$ cat src/rtl/spi_mem_pkg.sv
`timescale 1ns/1ps
`default_nettype none
// ============================================================================
// Module      : spi_mem_pkg
// Description : Shared definitions for the SPI memory bridge. Holds the SPI
//               RAM opcodes, the RISC-V funct3 load/store size codes, the
//               bridge FSM state type, and helpers for the transfer length
//               and load-result extension.
// Ports       : none (package)
// Revision    : 1.0 - initial release
// ============================================================================
package spi_mem_pkg;

  localparam logic [7:0] SPI_READ  = 8'h03;
  localparam logic [7:0] SPI_WRITE = 8'h02;

  localparam logic [2:0] F3_B  = 3'b000;
  localparam logic [2:0] F3_H  = 3'b001;
  localparam logic [2:0] F3_W  = 3'b010;
  localparam logic [2:0] F3_BU = 3'b100;
  localparam logic [2:0] F3_HU = 3'b101;

  typedef enum logic [2:0] {
    ST_IDLE = 3'd0,
    ST_CMD  = 3'd1,
    ST_ADDR = 3'd2,
    ST_DATA = 3'd3,
    ST_GAP  = 3'd4
  } state_t;

  // Bytes moved in the data phase; the unused size code 11 moves a full word.
  function automatic logic [2:0] byte_count(input logic [1:0] size);
    logic [2:0] n;
    case (size)
      2'b00:   n = 3'd1;
      2'b01:   n = 3'd2;
      default: n = 3'd4;
    endcase
    return n;
  endfunction

  // Sign/zero extension of the little-endian assembled load word.
  function automatic logic [31:0] extend_load(input logic [2:0] f3,
                                              input logic [31:0] raw);
    logic [31:0] res;
    case (f3)
      F3_B:    res = {{24{raw[7]}}, raw[7:0]};
      F3_H:    res = {{16{raw[15]}}, raw[15:0]};
      F3_BU:   res = {24'h000000, raw[7:0]};
      F3_HU:   res = {16'h0000, raw[15:0]};
      F3_W:    res = raw;
      default: res = raw;
    endcase
    return res;
  endfunction

endpackage
`default_nettype wire

$ cat src/rtl/spi_shifter.sv
`timescale 1ns/1ps
`default_nettype none
// ============================================================================
// Module      : spi_shifter
// Description : Mode-0 SPI byte engine. Generates SCLK (half period CLK_DIV
//               clk cycles) and shifts one byte out on MOSI MSB first while
//               shifting one byte in from MISO. A load on the cycle that
//               o_byte_done is high chains the next byte with no idle clock.
// Ports       : clk, rst_n      - clock, async active-low reset
//               i_load          - start a byte (priority over running byte)
//               i_byte_in       - byte to transmit
//               i_miso          - serial input, sampled as SCLK rises
//               o_sclk, o_mosi  - registered SPI outputs
//               o_byte_out      - last received byte
//               o_byte_done     - high on the edge that ends the 8th bit
// Revision    : 1.0 - initial release
// ============================================================================
module spi_shifter #(
  parameter int CLK_DIV = 1
) (
  input  logic       clk,
  input  logic       rst_n,
  input  logic       i_load,
  input  logic [7:0] i_byte_in,
  input  logic       i_miso,
  output logic       o_sclk,
  output logic       o_mosi,
  output logic [7:0] o_byte_out,
  output logic       o_byte_done
);

  localparam int               DIV_W    = (CLK_DIV > 1) ? $clog2(CLK_DIV) : 1;
  localparam logic [DIV_W-1:0] DIV_LAST = DIV_W'(CLK_DIV - 1);

  logic             r_active;
  logic [DIV_W-1:0] r_div;
  logic [2:0]       r_bit;
  logic [6:0]       r_tx;     // bits still to send after the one on MOSI
  logic [7:0]       r_rx;
  logic             r_sclk;
  logic             r_mosi;
  logic             w_half_end;

  assign w_half_end  = r_active && (r_div == DIV_LAST);
  assign o_byte_done = w_half_end && r_sclk && (r_bit == 3'd7);
  assign o_byte_out  = r_rx;
  assign o_sclk      = r_sclk;
  assign o_mosi      = r_mosi;

  always_ff @(posedge clk or negedge rst_n) begin
    if (!rst_n) begin
      r_active <= 1'b0;
      r_div    <= '0;
      r_bit    <= 3'd0;
      r_tx     <= 7'd0;
      r_rx     <= 8'd0;
      r_sclk   <= 1'b0;
      r_mosi   <= 1'b0;
    end else if (i_load) begin
      // First bit goes out immediately so it is stable a full half period
      // before the first rising edge.
      r_active <= 1'b1;
      r_div    <= '0;
      r_bit    <= 3'd0;
      r_tx     <= i_byte_in[6:0];
      r_sclk   <= 1'b0;
      r_mosi   <= i_byte_in[7];
    end else if (r_active) begin
      if (w_half_end) begin
        r_div <= '0;
        if (!r_sclk) begin
          // Capture MISO as SCLK rises; the slave has held it since the
          // previous falling edge.
          r_sclk <= 1'b1;
          r_rx   <= {r_rx[6:0], i_miso};
        end else begin
          r_sclk <= 1'b0;
          if (r_bit == 3'd7) begin
            r_active <= 1'b0;
            r_mosi   <= 1'b0;
          end else begin
            r_bit  <= r_bit + 3'd1;
            r_mosi <= r_tx[6];
            r_tx   <= {r_tx[5:0], 1'b0};
          end
        end
      end else begin
        r_div <= r_div + 1'b1;
      end
    end
  end

endmodule
`default_nettype wire

$ cat src/rtl/spi_mem_bridge.sv
`timescale 1ns/1ps
`default_nettype none
// ============================================================================
// Module      : spi_mem_bridge
// Description : Core load/store port to external SPI SRAM/PSRAM. Each access
//               becomes one READ(0x03)/WRITE(0x02) transaction: opcode,
//               ADDR_BITS address MSB first, then 1/2/4 data bytes starting
//               at the addressed byte (little-endian). Loads are extended
//               per funct3 and every completion pulses memory_response.
// Ports       : clk, rst_n                 - clock, async active-low reset
//               memory_read/memory_write   - request levels (write wins)
//               option                     - funct3 size code
//               address, write_data        - access address / store data
//               read_data                  - extended load result (held)
//               memory_response            - one-cycle completion pulse
//               busy                       - transaction in progress
//               spi_sclk/cs_n/mosi/miso    - SPI mode-0 bus
// Revision    : 1.0 - initial release
// ============================================================================
module spi_mem_bridge
  import spi_mem_pkg::*;
#(
  parameter int CLK_DIV   = 1,
  parameter int ADDR_BITS = 24,   // multiple of 8, at most 32
  parameter int CS_HIGH   = 2     // at least 1
) (
  input  logic        clk,
  input  logic        rst_n,
  input  logic        memory_read,
  input  logic        memory_write,
  input  logic [2:0]  option,
  input  logic [31:0] address,
  input  logic [31:0] write_data,
  output logic [31:0] read_data,
  output logic        memory_response,
  output logic        busy,
  output logic        spi_sclk,
  output logic        spi_cs_n,
  output logic        spi_mosi,
  input  logic        spi_miso
);

  localparam int ADDR_BYTES = ADDR_BITS / 8;
  localparam int GAP_W      = (CS_HIGH > 1) ? $clog2(CS_HIGH) : 1;

  state_t                r_state;
  logic                  r_is_write;
  logic [2:0]            r_opt;
  logic [ADDR_BITS-1:0]  r_addr;
  logic [31:0]           r_wdata;
  logic [31:0]           r_rbuf;
  logic [2:0]            r_idx;     // byte index within ADDR or DATA phase
  logic [GAP_W-1:0]      r_gap;
  logic                  r_cs_n;
  logic                  r_busy;
  logic                  r_resp;
  logic [31:0]           r_read_data;

  logic                  w_req;
  logic                  w_load;
  logic [7:0]            w_load_byte;
  logic                  w_byte_done;
  logic [7:0]            w_rx_byte;
  logic [2:0]            w_nbytes;
  logic [2:0]            w_next_idx;
  logic                  w_last_addr;
  logic                  w_last_data;
  logic [2:0]            w_addr_k;
  logic [2:0]            w_addr_rem;
  logic [ADDR_BITS-1:0]  w_addr_shifted;
  logic [1:0]            w_data_k;
  logic [7:0]            w_data_byte;
  logic [31:0]           w_word;

  // Core address bits above ADDR_BITS never reach the bus.
  if (ADDR_BITS < 32) begin : g_unused_addr
    logic w_unused_addr;
    assign w_unused_addr = ^address[31:ADDR_BITS];
  end

  assign w_req       = memory_read | memory_write;
  assign w_nbytes    = byte_count(r_opt[1:0]);
  assign w_next_idx  = r_idx + 3'd1;
  assign w_last_addr = (r_idx == 3'(ADDR_BYTES - 1));
  assign w_last_data = (w_next_idx == w_nbytes);

  // Next address byte to send, counted from the MSB end.
  assign w_addr_k       = (r_state == ST_CMD) ? 3'd0 : w_next_idx;
  assign w_addr_rem     = 3'(ADDR_BYTES - 1) - w_addr_k;
  assign w_addr_shifted = r_addr >> {w_addr_rem, 3'b000};

  // Next data byte to send; reads clock out zeros during the data phase.
  assign w_data_k    = (r_state == ST_ADDR) ? 2'd0 : w_next_idx[1:0];
  assign w_data_byte = r_is_write ? r_wdata[{w_data_k, 3'b000} +: 8] : 8'h00;

  // Received word including the byte that completes on this edge.
  always_comb begin
    w_word = r_rbuf;
    w_word[{r_idx[1:0], 3'b000} +: 8] = w_rx_byte;
  end

  // Byte feed to the shifter; loading on the done edge keeps SCLK gapless.
  always_comb begin
    w_load      = 1'b0;
    w_load_byte = 8'h00;
    case (r_state)
      ST_IDLE: if (w_req) begin
        w_load      = 1'b1;
        w_load_byte = memory_write ? SPI_WRITE : SPI_READ;
      end
      ST_CMD: if (w_byte_done) begin
        w_load      = 1'b1;
        w_load_byte = w_addr_shifted[7:0];
      end
      ST_ADDR: if (w_byte_done) begin
        w_load      = 1'b1;
        w_load_byte = w_last_addr ? w_data_byte : w_addr_shifted[7:0];
      end
      ST_DATA: if (w_byte_done && !w_last_data) begin
        w_load      = 1'b1;
        w_load_byte = w_data_byte;
      end
      default: ;
    endcase
  end

  spi_shifter #(
    .CLK_DIV (CLK_DIV)
  ) u_shifter (
    .clk         (clk),
    .rst_n       (rst_n),
    .i_load      (w_load),
    .i_byte_in   (w_load_byte),
    .i_miso      (spi_miso),
    .o_sclk      (spi_sclk),
    .o_mosi      (spi_mosi),
    .o_byte_out  (w_rx_byte),
    .o_byte_done (w_byte_done)
  );

  always_ff @(posedge clk or negedge rst_n) begin
    if (!rst_n) begin
      r_state     <= ST_IDLE;
      r_is_write  <= 1'b0;
      r_opt       <= 3'd0;
      r_addr      <= '0;
      r_wdata     <= 32'd0;
      r_rbuf      <= 32'd0;
      r_idx       <= 3'd0;
      r_gap       <= '0;
      r_cs_n      <= 1'b1;
      r_busy      <= 1'b0;
      r_resp      <= 1'b0;
      r_read_data <= 32'd0;
    end else begin
      r_resp <= 1'b0;
      case (r_state)
        ST_IDLE: begin
          if (w_req) begin
            r_is_write <= memory_write;
            r_opt      <= option;
            r_addr     <= address[ADDR_BITS-1:0];
            r_wdata    <= write_data;
            r_busy     <= 1'b1;
            r_cs_n     <= 1'b0;
            r_idx      <= 3'd0;
            r_state    <= ST_CMD;
          end
        end
        ST_CMD: begin
          if (w_byte_done) begin
            r_idx   <= 3'd0;
            r_state <= ST_ADDR;
          end
        end
        ST_ADDR: begin
          if (w_byte_done) begin
            if (w_last_addr) begin
              r_idx   <= 3'd0;
              r_state <= ST_DATA;
            end else begin
              r_idx <= w_next_idx;
            end
          end
        end
        ST_DATA: begin
          if (w_byte_done) begin
            r_rbuf <= w_word;
            if (w_last_data) begin
              r_cs_n  <= 1'b1;
              r_resp  <= 1'b1;
              r_gap   <= '0;
              r_state <= ST_GAP;
              if (!r_is_write) begin
                r_read_data <= extend_load(r_opt, w_word);
              end
            end else begin
              r_idx <= w_next_idx;
            end
          end
        end
        ST_GAP: begin
          if (r_gap == GAP_W'(CS_HIGH - 1)) begin
            r_busy  <= 1'b0;
            r_state <= ST_IDLE;
          end else begin
            r_gap <= r_gap + 1'b1;
          end
        end
        default: r_state <= ST_IDLE;
      endcase
    end
  end

  assign read_data       = r_read_data;
  assign memory_response = r_resp;
  assign busy            = r_busy;
  assign spi_cs_n        = r_cs_n;

endmodule
`default_nettype wire

$ cat config.mk
export PLATFORM = sky130hd
export DESIGN_NAME = spi_mem_bridge
export DESIGN_NICKNAME = d
export VERILOG_FILES = /design/src/rtl/spi_mem_pkg.sv /design/src/rtl/spi_shifter.sv /design/src/rtl/spi_mem_bridge.sv
export SDC_FILE = /design/constraint.sdc
export NUM_CORES = 1
export LEC_CHECK = 0
export CAP_MARGIN = 20
export CORE_ASPECT_RATIO = 0.9
export CORE_MARGIN = 3
export CORE_UTILIZATION = 25
export DETAILED_ROUTE_END_ITERATION = 16
export GPL_ROUTABILITY_DRIVEN = 0
export MAX_ROUTING_LAYER = met4
export PLACE_DENSITY = 0.42
export SLEW_MARGIN = 30
export SYNTH_ARGS = -nofsm -noshare
export SYNTH_HDL_FRONTEND = slang
export SYNTH_SLANG_ARGS = --single-unit
$ cat constraint.sdc
create_clock -name clk -period 3.89 [get_ports clk]
set_clock_uncertainty 0.2 [all_clocks]
set_input_delay 1.167 -clock clk [delete_from_list [all_inputs] [get_ports clk]]
set_output_delay 1.167 -clock clk [all_outputs]
set_load 0.005 [all_outputs]
==> results of run 1 <==
layout make-up:
cell class	instances	area (sq um)
clock buffers	20	447
clock inverters	10	143
fillers	3074	19700
inverters	16	60.1
multi-input cells	590	3340
flip-flops and latches	156	3910
well taps	396	495
repair buffers	119	1180
registers in the layout, indices dropped and copies added, names as in the netlist, 3 cells and up:
signal                cells
u_shifter.r_tx            7
u_shifter.r_bit           3
read_data                32
r_opt                     3
r_wdata                  32
r_rbuf                   32
r_addr                   24
u_shifter.o_byte_out      8
r_state                   3
r_idx                     3
path summary, 6_finish.rpt:
| check | startpoint | endpoint | slack (ns) | depth (start not counted) |
|---|---|---|---|---|
| worst max-delay path | r_idx[0] | u_shifter.o_byte_out[5] | 0.66 | 7 |
| worst max register to register | r_idx[0] | u_shifter.o_byte_out[5] | 0.66 | 7 |
| worst min-delay path | r_wdata[20] | r_wdata[20] | 0.27 | 2 |
| max in group asynchronous | rst_n | read_data[11] | 2.24 | 2 |
| min in group asynchronous | rst_n | read_data[3] | 0.53 | 1 |
| worst min register to register | r_wdata[20] | r_wdata[20] | 0.27 | 2 |
power by group through the flow:
stage | combinational, mW | sequential (mW) | clock (mW)
after floorplan | 1.94 | 2.48 | 0
after global placement | 2.79 | 2.71 | 0
after detailed placement | 2.79 | 2.72 | 0
after CTS | 2.81 | 2.69 | 1.76
after global routing | 3.12 | 2.77 | 1.84
final | 2.78 | 2.68 | 1.71
per-layer routing:
metal / global-route usage [%] / up-vias
li1: - / 2950
met1: 21.2 / 2852
met2: 19.5 / 106
met3: 2.99 / 7
met4: 2.82 / 0
met5: - / -
stage by stage:
| step | utilization [%] | cell area (sq um) |
|---|---|---|
| floorplan | - | 7490 |
| global placement | 30.7 | 8970 |
| detailed placement | 30.7 | 8970 |
| CTS | 32.7 | 9560 |
| global route | 32.7 | 9570 |
| finish | 32.7 | 9570 |
logic make-up after synthesis:
family                   after synthesis  share of synthesized area (%)
flip-flops                           156                           52.1
AND/OR/NAND/NOR                      376                           23.4
multiplexers                          21                           3.16
buffers and inverters                 70                           3.74
AO/OA/AOI/OAI                        181                           15.7
XOR/XNOR                               4                          0.568
adder cells (fa/ha/maj)                8                           1.34
cells in the final DEF (no fill, tap or decap), types with 7 or more instances in the layout:
cell type,count
a2111oi_0,7
a211oi_1,9
a21oi_1,66
a222oi_1,8
a22o_1,10
a2bb2oi_1,7
buf_4,16
clkbuf_16,17
clkdlybuf4s50_1,99
dfrtp_1,155
ha_1,8
inv_1,16
mux2_2,11
mux2i_1,9
nand2_1,207
nand2b_1,25
nor2_1,53
nor2b_1,41
o21ai_0,35
o22ai_1,22
or2_2,8
worst reg2reg max path, cell delays in order, from the launching register on:
cell and delay [ns]:
dfrtp_1 0.53, inv_1 0.21, ha_1 0.40, nor2_1 0.30
and3_2 0.31, o21ai_4 0.13, a2111oi_4 0.63, mux2_2 0.41
==> impl_metrics.py, run 1 <==
metrics = {
    "logic_synthesis": {
        "yosysSeqAreaShare_pct": 52.1,
        "ys_ff_latch": 156,
        "syn-cell-area_sq_um": 7490,
        "syn-num-nets": 896,
        "synth_cell_types": 65,
        "async_flop_share_pct": 100,
        "yosysMostFrequentCell": "nand2_1",
        "synth-edff-count": 0,
        "ys_warn_count": 0,
        "ys_top_cells_by_area": "dfrtp_1, nand2_1, a21oi_1, nor2b_1, nor2_1",
        "avgSynthCellArea_sq_um": 9.18,
        "synth_top_area_share_pct": 51.8,
        "synthCells": 816,
        "synth_flop_cell": "dfrtp_1",
        "yosys.area.top_type": "dfrtp_1",
        "synth_common_cells": "nand2_1, dfrtp_1, a21oi_1",
    },
    "detailed_routing": {
        "post_drt_wl_per_cell_microns": 16.3,
        "vias": 5915,
        "dr.first_iter.drc_count": 397,
        "postRouteAntennaNets": 0,
        "routed-wl-met3_microns": 745,
        "dr.max_layer_used": "met4",
        "drc": 0,
        "drt-pass1-iter-count": 5,
        "viasPerCell": 4.53,
        "wl_met2_mm": 9.05,
        "drt_wl_total_mm": 21.3,
        "routedLengthMet1_mm": 11.4,
    },
    "cts": {
        "htreeDepth": 4,
        "cts.sinks": 156,
        "hold_buffers": 0,
        "clockBufferDepth": 2,
        "clock_latency_ns": 0.43,
        "cts.repair.resized": 0,
        "clk_pin_slew_worst_paths_ns": 0.06,
        "cts_tree": "yes",
        "numCtsBuffers": 17,
        "cts_setup_buffers": 0,
        "cts_root_buf": "clkbuf_16",
    },
    "power_and_ir_drop": {
        "pwr-share-seq_pct": 37.5,
        "comb_power_share_pct": 38.7,
        "clkPwrFrac_pct": 23.8,
        "switchingPower_mw": 2.75,
        "leakage_nw": 4.16,
        "powerDensity_nw_per_um2": 749,
        "p_int_mw": 4.42,
        "power.total_mw": 7.17,
        "sw_frac_of_total_pct": 38.4,
        "ir_drop_v": 0.000369,
    },
    "global_route": {
        "overflow": 0,
        "grt_first_pass_wirelength_mm": 34.6,
        "antenna_found_initial": 0,
        "grt_start_max_net_pins": 68,
        "grt_pass1_vias": 6028,
        "groute.usage.overall_pct": 14.1,
    },
    "sta": {
        "layout_min_cycle_time_ns": 3.23,
        "worst_pin_slew_ns": 0.848,
        "period_share_pct": 83.1,
        "slew_headroom_pct": 43.5,
        "finalSetupViolations": 0,
        "whs_ns": 0.268,
        "rsz0062_at_grt": "no",
        "max_clock_freq_mhz": 310,
        "finalHoldViolations": 0,
        "slew_violations": 0,
        "setup_tns_ns": 0,
        "fin_ws_ns": 0.659,
    },
    "die": {
        "num_rows": 59,
        "ios": 109,
        "die_w_microns": 188,
        "coreArea_sq_um": 29200,
        "initial_core_util_pct": 25.6,
        "die_h_microns": 170,
        "die_area_sq_um": 32100,
    },
    "worst_setup_path": {
        "critPathSlowestCell": "a2111oi_4",
        "critPathTopFamily": "compound AO/OA/AOI/OAI gates",
        "crit_buf_inv": 1,
        "cp-end-kind": "register",
        "required_ns": 4.00,
        "crit_chain": "inv_1 -> ha_1 -> nor2_1 -> and3_2 -> o21ai_4 -> a2111oi_4 -> mux2_2",
        "worst_ep_arrival_time_ns": 3.34,
        "cp-start-kind": "register",
        "path_max_fanout": 11,
        "path_class": "register to register",
        "crit_path_max_incr_delay_ns": 0.62,
    },
    "status": {
        "status": "finished clean",
    },
    "placement": {
        "dp_slack_ns": 0.474,
        "place_hpwl_mm": 14.3,
        "dp.cells": 1277,
        "port_buffers": 100,
    },
    "run": {
        "cap_violations": 0,
    },
    "cells_and_area": {
        "stdcell_count": 1307,
        "antenna_cells": 0,
        "syn_to_final_growth_pct": 27.7,
        "nNetsFinal": 980,
        "drive_above_1_share_pct": 9.33,
    },
    "worst_hold_path": {
        "hp-class": "register to register",
    },
}
Note: power is estimated with default switching activity, not from simulation.
==> inputs of run 2 (changes only) <==
Clock period 3.89 ns to 3.39 ns, I/O delays scaled along.
==> impl_metrics.py, run 2 (synthesis gave the netlist of run 1 again) <==
metrics = {
    "status": {
        "status": "finished clean",
    },
    "global_route": {
        "overflow": 0,
        "grt_pass1_vias": 6065,
        "grt_first_pass_wirelength_mm": 34.4,
        "groute.usage.overall_pct": 14.0,
        "antenna_found_initial": 1,
        "grt_start_max_net_pins": 68,
    },
    "detailed_routing": {
        "routed-wl-met3_microns": 747,
        "routedLengthMet1_mm": 11.3,
        "dr.max_layer_used": "met4",
        "drt-pass1-iter-count": 5,
        "post_drt_wl_per_cell_microns": 16.2,
        "dr.first_iter.drc_count": 330,
        "viasPerCell": 4.51,
        "postRouteAntennaNets": 0,
        "drc": 0,
        "drt_wl_total_mm": 21.3,
        "wl_met2_mm": 9.00,
        "vias": 5940,
    },
    "cts": {
        "cts.repair.resized": 0,
        "cts_tree": "yes",
        "numCtsBuffers": 17,
        "hold_buffers": 0,
        "cts_root_buf": "clkbuf_16",
        "clk_pin_slew_worst_paths_ns": 0.07,
        "htreeDepth": 4,
        "clockBufferDepth": 2,
        "clock_latency_ns": 0.43,
        "cts_setup_buffers": 0,
        "cts.sinks": 156,
    },
    "cells_and_area": {
        "seq_area_sq_um": 3910,
        "antenna_cells": 0,
        "fillers": 3083,
        "final_cell_mix": "nand2_1, dfrtp_1, clkdlybuf4s50_1",
        "drive_above_1_share_pct": 10.1,
        "syn_to_final_growth_pct": 28.4,
        "nNetsFinal": 987,
        "final_common_cell": "nand2_1",
        "multi_input_area_sq_um": 3340,
    },
    "die": {
        "coreArea_sq_um": 29200,
        "ios": 109,
        "num_rows": 59,
        "die_h_microns": 170,
        "die_w_microns": 188,
        "initial_core_util_pct": 25.6,
        "die_area_sq_um": 32100,
    },
    "worst_setup_path": {
        "cp-end-kind": "register",
        "crit_buf_inv": 2,
        "critPathSlowestCell": "nor4_1",
        "cp-start-kind": "register",
        "crit_path_max_incr_delay_ns": 0.59,
        "worst_ep_arrival_time_ns": 3.21,
        "r2r_slack_ns": 0.33,
        "critPathTopFamily": "simple AND/OR/NAND/NOR gates",
        "path_class": "register to register",
        "required_ns": 3.54,
        "crit_chain": "inv_1 -> ha_1 -> nor2_1 -> a41oi_1 -> nor4_1 -> nor4b_4 -> buf_4 -> a21oi_1",
        "path_max_fanout": 16,
    },
    "power_and_ir_drop": {
        "comb_power_share_pct": 40.1,
        "leakage_nw": 4.19,
        "sw_frac_of_total_pct": 38.9,
        "clkPwrFrac_pct": 22.7,
        "ir_drop_v": 0.000390,
        "switchingPower_mw": 3.19,
        "pwr-share-seq_pct": 37.2,
        "powerDensity_nw_per_um2": 851,
        "p_int_mw": 5.00,
    },
    "sta": {
        "setup_tns_ns": 0,
        "rsz0062_at_grt": "no",
        "slew_headroom_pct": 53.0,
        "worst_pin_slew_ns": 0.698,
        "finalHoldViolations": 0,
        "layout_min_cycle_time_ns": 3.06,
        "fin_ws_ns": 0.329,
        "finalSetupViolations": 0,
        "period_share_pct": 90.3,
        "slew_violations": 0,
        "max_clock_freq_mhz": 327,
    },
    "placement": {
        "place_hpwl_mm": 14.5,
        "port_buffers": 100,
        "dp_slack_ns": 0.230,
    },
    "run": {
        "cap_violations": 0,
    },
    "worst_hold_path": {
        "hp-class": "register to register",
    },
}
-- run 2: cell count changes in the layout (fill, tap and decap cells not counted), sizes merged --
| cell | before | now |
|---|---|---|
| inv | 17 | 19 |
| clkinvlp | 4 | 6 |
| bufinv | 3 | 1 |
| buf | 20 | 27 |
-- run 2: cell type report --
class                   instances  share of cell area (%)
repair buffers                126                    13.1
inverters                      16                   0.624
multi-input cells             590                    34.7
flip-flops and latches        156                    40.6
well taps                     396                    5.15
clock inverters                12                    1.20
clock buffers                  20                    4.64
-- run 2: power by group through the flow --
| stage | clock network, mW | registers [mW] | logic (mW) |
|---|---|---|---|
| floorplan | 0 | 2.84 | 2.23 |
| global placement | 0 | 3.09 | 3.30 |
| detailed placement | 0 | 3.08 | 3.32 |
| CTS | 1.91 | 3.05 | 3.33 |
| global route | 1.99 | 3.15 | 3.68 |
| finish | 1.86 | 3.05 | 3.28 |
-- run 2: worst reg2reg max path: cells and delay by family, from the launching register on --
family / cells / cell delay [ns]
buffers and inverters: 2 / 0.43
DFF: 1 / 0.53
adders and majority gates: 1 / 0.43
AOI/OAI and AO/OA: 2 / 0.43
and+or+nand+nor: 3 / 0.98
-- run 2: metal layers --
metal  track usage, %  vias to the layer above
met5                -                        -
met4             3.92                        0
met3             2.72                       17
met2             19.4                       94
met1             20.8                     2867
li1                 -                     2962
-- run 2: path summary, 6_finish.rpt --
| path | end | depth (start not counted) | start |
|---|---|---|---|
| max | read_data[16] | 8 | r_idx[0] |
| min | r_wdata[14] | 2 | r_wdata[14] |
| max reg2reg | read_data[16] | 8 | r_idx[0] |
| min reg2reg | r_wdata[14] | 2 | r_wdata[14] |
| max in group asynchronous | spi_cs_n | 2 | rst_n |
| min in group asynchronous | read_data[3] | 1 | rst_n |
-- run 2: through the flow --
stage | instances | total power [mW] | utilization, % | hold slack, ns | area [sq um]
2_1_floorplan | 816 | 5.07 | - | 0.237 | 7490
3_3_place_gp | 1284 | 6.39 | 31.0 | 0.254 | 9050
3_5_place_dp | 1284 | 6.40 | 31.0 | 0.254 | 9050
4_1_cts | 1316 | 8.30 | 32.9 | 0.272 | 9610
5_1_grt | 1316 | 8.83 | 32.9 | 0.295 | 9620
6_report | 1316 | 8.19 | 32.9 | 0.266 | 9620
